$ cat src/rtl/clock_yyyy_calendar_if.sv
// Bus bundle for the year stage: rollover pulse, month digits, set-time
// write port, and the year digits / calendar qualifiers it returns.
interface clock_yyyy_calendar_if;
  logic       pulse_period_year;
  logic [3:0] counter_for_clock_10month;
  logic [3:0] counter_for_clock_month;
  logic       set_time_enable;
  logic       set_strobe;
  logic [3:0] set_digit;
  logic [3:0] new_value;
  logic [3:0] counter_for_clock_year;
  logic [3:0] counter_for_clock_10year;
  logic [3:0] counter_for_clock_100year;
  logic [3:0] counter_for_clock_1000year;
  logic       Is_Leap_Year;
  logic       Is_February;
  logic       Is_31_day;
  logic       year_wrap;

  modport master (
    output pulse_period_year, counter_for_clock_10month, counter_for_clock_month,
           set_time_enable, set_strobe, set_digit, new_value,
    input  counter_for_clock_year, counter_for_clock_10year,
           counter_for_clock_100year, counter_for_clock_1000year,
           Is_Leap_Year, Is_February, Is_31_day, year_wrap
  );

  modport slave (
    input  pulse_period_year, counter_for_clock_10month, counter_for_clock_month,
           set_time_enable, set_strobe, set_digit, new_value,
    output counter_for_clock_year, counter_for_clock_10year,
           counter_for_clock_100year, counter_for_clock_1000year,
           Is_Leap_Year, Is_February, Is_31_day, year_wrap
  );
endinterface

$ cat src/rtl/clock_yyyy_calendar.sv
// Year stage of the calendar clock: four BCD year digits advanced by a
// synchronised rollover pulse, per-digit set writes, leap/month qualifiers.
module clock_yyyy_calendar #(
  parameter logic [15:0] RESET_YEAR = 16'h2000
) (
  input  logic                  CLK,
  input  logic                  RST_N,
  clock_yyyy_calendar_if.slave  cal
);

  function automatic logic div4(input logic [3:0] tens, input logic [3:0] ones);
    logic [4:0] s;
    s = {tens, 1'b0} + {1'b0, ones};
    return (s[1:0] == 2'b00);
  endfunction

  function automatic logic leap_of(input logic [15:0] y);
    if (y[7:0] != 8'h00) return div4(y[7:4], y[3:0]);
    else                 return div4(y[15:12], y[11:8]);
  endfunction

  logic [3:0] y0_q, y0_d, y1_q, y1_d, y2_q, y2_d, y3_q, y3_d;
  logic       leap_q, leap_d;
  logic       feb_q, feb_d;
  logic       d31_q, d31_d;
  logic       wrap_q, wrap_d;
  logic       sync1_q, sync1_d, sync2_q, sync2_d, sync3_q, sync3_d;
  logic [1:0] fill_q, fill_d;
  logic       inc;
  logic       all_nines;

  always_comb begin
    sync1_d = cal.pulse_period_year;
    sync2_d = sync1_q;
    // For the two cycles after reset, sync3 shadows sync2's input so a pulse
    // already high at release is treated as seen rather than as a new edge.
    sync3_d = (fill_q != 2'd0) ? sync1_q : sync2_q;
    fill_d  = (fill_q != 2'd0) ? fill_q - 2'd1 : fill_q;
    inc     = sync2_q & ~sync3_q;
  end

  always_comb begin
    y0_d      = y0_q;
    y1_d      = y1_q;
    y2_d      = y2_q;
    y3_d      = y3_q;
    wrap_d    = 1'b0;
    all_nines = (y0_q == 4'd9) && (y1_q == 4'd9) && (y2_q == 4'd9) && (y3_q == 4'd9);
    if (cal.set_time_enable) begin
      if (cal.set_strobe && (cal.new_value <= 4'd9)) begin
        case (cal.set_digit)
          4'd2:    y3_d = cal.new_value;
          4'd3:    y2_d = cal.new_value;
          4'd4:    y1_d = cal.new_value;
          4'd5:    y0_d = cal.new_value;
          default: ;
        endcase
      end
    end else if (inc) begin
      y0_d = (y0_q == 4'd9) ? 4'd0 : y0_q + 4'd1;
      if (y0_q == 4'd9) begin
        y1_d = (y1_q == 4'd9) ? 4'd0 : y1_q + 4'd1;
        if (y1_q == 4'd9) begin
          y2_d = (y2_q == 4'd9) ? 4'd0 : y2_q + 4'd1;
          if (y2_q == 4'd9) begin
            y3_d = (y3_q == 4'd9) ? 4'd0 : y3_q + 4'd1;
          end
        end
      end
      wrap_d = all_nines;
    end
  end

  always_comb begin
    leap_d = leap_of({y3_q, y2_q, y1_q, y0_q});
    feb_d  = 1'b0;
    d31_d  = 1'b0;
    // Out-of-range months (00, >12, non-BCD digits) fall through to zero.
    if (cal.counter_for_clock_10month == 4'd0) begin
      feb_d = (cal.counter_for_clock_month == 4'd2);
      d31_d = (cal.counter_for_clock_month == 4'd1) || (cal.counter_for_clock_month == 4'd3) ||
              (cal.counter_for_clock_month == 4'd5) || (cal.counter_for_clock_month == 4'd7) ||
              (cal.counter_for_clock_month == 4'd8);
    end else if (cal.counter_for_clock_10month == 4'd1) begin
      d31_d = (cal.counter_for_clock_month == 4'd0) || (cal.counter_for_clock_month == 4'd2);
    end
  end

  always_ff @(posedge CLK or negedge RST_N) begin
    if (!RST_N) begin
      y0_q    <= RESET_YEAR[3:0];
      y1_q    <= RESET_YEAR[7:4];
      y2_q    <= RESET_YEAR[11:8];
      y3_q    <= RESET_YEAR[15:12];
      leap_q  <= leap_of(RESET_YEAR);
      feb_q   <= 1'b0;
      d31_q   <= 1'b0;
      wrap_q  <= 1'b0;
      sync1_q <= 1'b0;
      sync2_q <= 1'b0;
      sync3_q <= 1'b0;
      fill_q  <= 2'd2;
    end else begin
      y0_q    <= y0_d;
      y1_q    <= y1_d;
      y2_q    <= y2_d;
      y3_q    <= y3_d;
      leap_q  <= leap_d;
      feb_q   <= feb_d;
      d31_q   <= d31_d;
      wrap_q  <= wrap_d;
      sync1_q <= sync1_d;
      sync2_q <= sync2_d;
      sync3_q <= sync3_d;
      fill_q  <= fill_d;
    end
  end

  assign cal.counter_for_clock_year     = y0_q;
  assign cal.counter_for_clock_10year   = y1_q;
  assign cal.counter_for_clock_100year  = y2_q;
  assign cal.counter_for_clock_1000year = y3_q;
  assign cal.Is_Leap_Year               = leap_q;
  assign cal.Is_February                = feb_q;
  assign cal.Is_31_day                  = d31_q;
  assign cal.year_wrap                  = wrap_q;

endmodule

$ cat src/flat_wrapper.sv
// flat-port wrapper written by rule: the top's interface ports become plain ports
module clock_yyyy_calendar_flat 
#(
  parameter logic [15:0] RESET_YEAR = 16'h2000
)
  (CLK, RST_N, cal_pulse_period_year, cal_counter_for_clock_10month, cal_counter_for_clock_month, cal_set_time_enable, cal_set_strobe, cal_set_digit, cal_new_value, cal_counter_for_clock_year, cal_counter_for_clock_10year, cal_counter_for_clock_100year, cal_counter_for_clock_1000year, cal_Is_Leap_Year, cal_Is_February, cal_Is_31_day, cal_year_wrap);
  clock_yyyy_calendar_if cal_i ();
  input  logic CLK;
  input  logic RST_N;
  input wire logic [$bits(cal_i.pulse_period_year)-1:0] cal_pulse_period_year;
  input wire logic [$bits(cal_i.counter_for_clock_10month)-1:0] cal_counter_for_clock_10month;
  input wire logic [$bits(cal_i.counter_for_clock_month)-1:0] cal_counter_for_clock_month;
  input wire logic [$bits(cal_i.set_time_enable)-1:0] cal_set_time_enable;
  input wire logic [$bits(cal_i.set_strobe)-1:0] cal_set_strobe;
  input wire logic [$bits(cal_i.set_digit)-1:0] cal_set_digit;
  input wire logic [$bits(cal_i.new_value)-1:0] cal_new_value;
  output wire logic [$bits(cal_i.counter_for_clock_year)-1:0] cal_counter_for_clock_year;
  output wire logic [$bits(cal_i.counter_for_clock_10year)-1:0] cal_counter_for_clock_10year;
  output wire logic [$bits(cal_i.counter_for_clock_100year)-1:0] cal_counter_for_clock_100year;
  output wire logic [$bits(cal_i.counter_for_clock_1000year)-1:0] cal_counter_for_clock_1000year;
  output wire logic [$bits(cal_i.Is_Leap_Year)-1:0] cal_Is_Leap_Year;
  output wire logic [$bits(cal_i.Is_February)-1:0] cal_Is_February;
  output wire logic [$bits(cal_i.Is_31_day)-1:0] cal_Is_31_day;
  output wire logic [$bits(cal_i.year_wrap)-1:0] cal_year_wrap;
  assign cal_i.pulse_period_year = cal_pulse_period_year;
  assign cal_i.counter_for_clock_10month = cal_counter_for_clock_10month;
  assign cal_i.counter_for_clock_month = cal_counter_for_clock_month;
  assign cal_i.set_time_enable = cal_set_time_enable;
  assign cal_i.set_strobe = cal_set_strobe;
  assign cal_i.set_digit = cal_set_digit;
  assign cal_i.new_value = cal_new_value;
  assign cal_counter_for_clock_year = cal_i.counter_for_clock_year;
  assign cal_counter_for_clock_10year = cal_i.counter_for_clock_10year;
  assign cal_counter_for_clock_100year = cal_i.counter_for_clock_100year;
  assign cal_counter_for_clock_1000year = cal_i.counter_for_clock_1000year;
  assign cal_Is_Leap_Year = cal_i.Is_Leap_Year;
  assign cal_Is_February = cal_i.Is_February;
  assign cal_Is_31_day = cal_i.Is_31_day;
  assign cal_year_wrap = cal_i.year_wrap;
  clock_yyyy_calendar #(.RESET_YEAR(RESET_YEAR)) u_core (.CLK(CLK), .RST_N(RST_N), .cal(cal_i));
endmodule
$ cat config.mk
export PLATFORM = sky130hd
export DESIGN_NAME = clock_yyyy_calendar_flat
export DESIGN_NICKNAME = d
export VERILOG_FILES = /design/src/rtl/clock_yyyy_calendar_if.sv /design/src/rtl/clock_yyyy_calendar.sv /design/src/flat_wrapper.sv
export SDC_FILE = /design/constraint.sdc
export NUM_CORES = 1
export LEC_CHECK = 0
export CELL_PAD_IN_SITES_DETAIL_PLACEMENT = 0
export CELL_PAD_IN_SITES_GLOBAL_PLACEMENT = 1
export CORE_UTILIZATION = 38
export CTS_CLUSTER_DIAMETER = 30
export DETAILED_ROUTE_END_ITERATION = 8
export GPL_TIMING_DRIVEN = 0
export PLACE_DENSITY_LB_ADDON = 0.1
export SLEW_MARGIN = 0
export SYNTH_ARGS = -nofsm -noshare
export SYNTH_HDL_FRONTEND = slang
export SYNTH_SLANG_ARGS = --single-unit
$ cat constraint.sdc
create_clock -name CLK -period 2.78 [get_ports CLK]
set_input_delay 0.556 -clock CLK [delete_from_list [all_inputs] [get_ports CLK]]
set_output_delay 0.556 -clock CLK [all_outputs]
set_load 0.01 [all_outputs]
==> reports/qor.csv <==
metric,value,unit
status,"complete, no violations",
Longest Clk Path Bufs,2,
CP Launch Type,primary input,
dpl cells,250,
nets,229,
Psw,0.4164,mW
Place WS,0.1479,ns
Post-synth EDFFs,0,
Final period util,85.43,%
num rows,22,
TritonCTS Buffers,3,
routed vias/inst,5.535,
synthesis-stage register bit count,25,
initial antenna violation count,0,
synthesized area per cell,9.314,sq um
CTS tree,built,
largest net degree at the start of global routing,26,
worst skew pair latency,0.27,ns
final setup fails,0,
sw frac,34.25,%
clock power share,18.3,%
Logic pwr share,39.7,%
Synth Flop Type,dfrtp_1,
Tightest Pin Transition,1.140,ns
Pint,0.7992,mW
post-synthesis sequential area ratio,41.71,%
final std cells w/o fill,254,
post-CTS setup buffers,0,
Power Total,1.216,mW
Synth top area share,36.48,%
GP Congestion,0.8610,
CP max FO,10,
Hold Crit Class,register to register,
setup TNS,0,ns
Pleak,0.7862,nW
vias in the first global route,1400,
wire per inst,15.56,um
Synthesized Nets,184,
"area leader, netlist",dfrtp_1,
"top cells by area, synth","dfrtp_1, dfstp_2, a21oi_1, o31ai_1, nand3_1",
grt ovf,0,
fin util,53.91,%
Tot GR Track Use,20.47,%
Iteration-0 DRC Markers,96,
DR DRC count,0,
ys async rst share,100.0,%
Hold Fails Final Rpt,0,
crit path DAT,2.54,ns
max_cap viols,0,
CTS Root Cell,clkbuf_8,
clk sinks,25,
area grow syn2layout,33.75,%
most common cell in the netlist,dfrtp_1,
max-slew violation count,0,
RSZ-0062 raised after global routing,no,
core area,3744,sq um
peak supply drop,0.0002871,V
die width,65.02,um
Rel. slew slack,23.73,%
Worst setup EP type,register,
IO Pins,41,
achievable frequency,0.4210,GHz
CTS Hold Bufs,0,
pwr/cell area,602.3,nW/um^2
clk_skew,0.004066,ns
antenna diode count,0,
DRT antenna net count,0,
layout cells sized above 1,9.709,%
YS warnings,0,
CP Data Required Time,2.94,ns
TritonRoute pass-1 iters,4,
Final WS setup,0.4050,ns
PostCTS Resize Cnt,0,
Max H-tree Level,1,
post-DP HPWL,2873,um
post-synthesis cell area,1509,sq um
synth cell count leaders,"dfrtp_1, a21oi_1, inv_1, nand2_1, nand3_1",
via count,1406,
first-pass GRT wire length,6596,um
Seq pwr share,42.0,%
WHS,0.3829,ns
Starting Density,40.31,%
Synth cell types,49,
die footprint,4227,sq um
final instance area,2018,sq um
PortBufs,40,
final WL,3951,um
Period minus WS final,2.375,ns
Setup CP Type,primary input to register,
Synth Instances,162,
DIE HEIGHT,65.02,um
Placement Cell Area,1969,sq um
clk slew on worst S/H paths,0.09,ns
layout by cell type (no fill, tap or decap), drive strengths merged, types with 3 or more instances in the layout:
cell type	n
nand4	4
clkdlybuf4s50	40
xnor2	4
nand3	9
nor2	8
mux2	4
dfstp	3
nand2	11
a22oi	3
o21ai	10
inv	12
and2	3
nor4	6
buf	4
clkbuf	6
and4bb	4
a21oi	13
o31ai	8
dfrtp	22
worst max-delay path, stage by stage:
cell and delay, ns:
clkdlybuf4s50_1 0.58, o21ai_1 0.14, a21oi_1 0.68, or2_4 0.28, mux2_4 0.30
power groups by stage:
| stage | clock network (mW) | logic, mW | registers [mW] |
|---|---|---|---|
| 2_1_floorplan | 0 | 0.240 | 0.531 |
| 3_3_place_gp | 0 | 0.474 | 0.512 |
| 3_5_place_dp | 0 | 0.482 | 0.514 |
| 4_1_cts | 0.230 | 0.485 | 0.509 |
| 5_1_grt | 0.246 | 0.530 | 0.521 |
| 6_report | 0.222 | 0.482 | 0.511 |
final cells by class:
type,instances,area (sq um)
timing repair buffer,40,400.4
inverter,12,45.04
clock buffer,3,41.29
clock inverter,1,7.507
tap,48,60.06
fill,359,1725
buffer,7,37.54
multi-input combinational,118,797.0
sequential,25,629.4
metal layers:
metal / vias to the layer above / track usage (%) / part of all wire, %
met2: 32 / 35.03 / 49
met3: 4 / 2.113 / 2.7
met1: 674 / 26.89 / 47
met4: 0 / 6.522 / 0.96
met5: - / 0 / 0
li1: 696 / - / -
registers in the layout, indices dropped and copies added (netlist names):
| signal | cells |
|---|---|
| u_core.cal.counter_for_clock_year | 4 |
| u_core.cal.counter_for_clock_100year | 4 |
| u_core.sync1_q | 1 |
| u_core.sync3_q | 1 |
| u_core.cal.Is_Leap_Year | 1 |
| u_core.cal.counter_for_clock_1000year | 4 |
| u_core.cal.Is_February | 1 |
| u_core.cal.counter_for_clock_10year | 4 |
| u_core.cal.year_wrap | 1 |
| u_core.fill_q | 2 |
| u_core.cal.Is_31_day | 1 |
| u_core.sync2_q | 1 |
logic make-up (layout without fill, tap and decap cells):
logic type,after synthesis,in the layout,share of synthesized area (%)
xor gates and xnor gates,4,4,2.321
DFF,25,25,41.71
AOI/OAI and AO/OA,49,49,21.81
and+or+nand+nor,58,58,22.80
muxes,6,6,5.058
adders and majority gates,1,1,0.8291
buffers and inverters,19,63,5.472
worst paths after layout:
kind,from,endpoint,slack [ns],cells past startpoint
min in group asynchronous,RST_N,u_core.cal.counter_for_clock_100year[1],0.88,1
min,u_core.sync1_q,u_core.sync2_q,0.38,0
max in group asynchronous,RST_N,u_core.cal.counter_for_clock_1000year[0],1.21,1
max,cal_new_value[3],u_core.cal.counter_for_clock_10year[0],0.40,5
min reg2reg,u_core.sync1_q,u_core.sync2_q,0.38,0
max reg2reg,u_core.cal.counter_for_clock_100year[1],u_core.cal.counter_for_clock_1000year[0],0.96,5
Power figures use the tool's default switching activity.
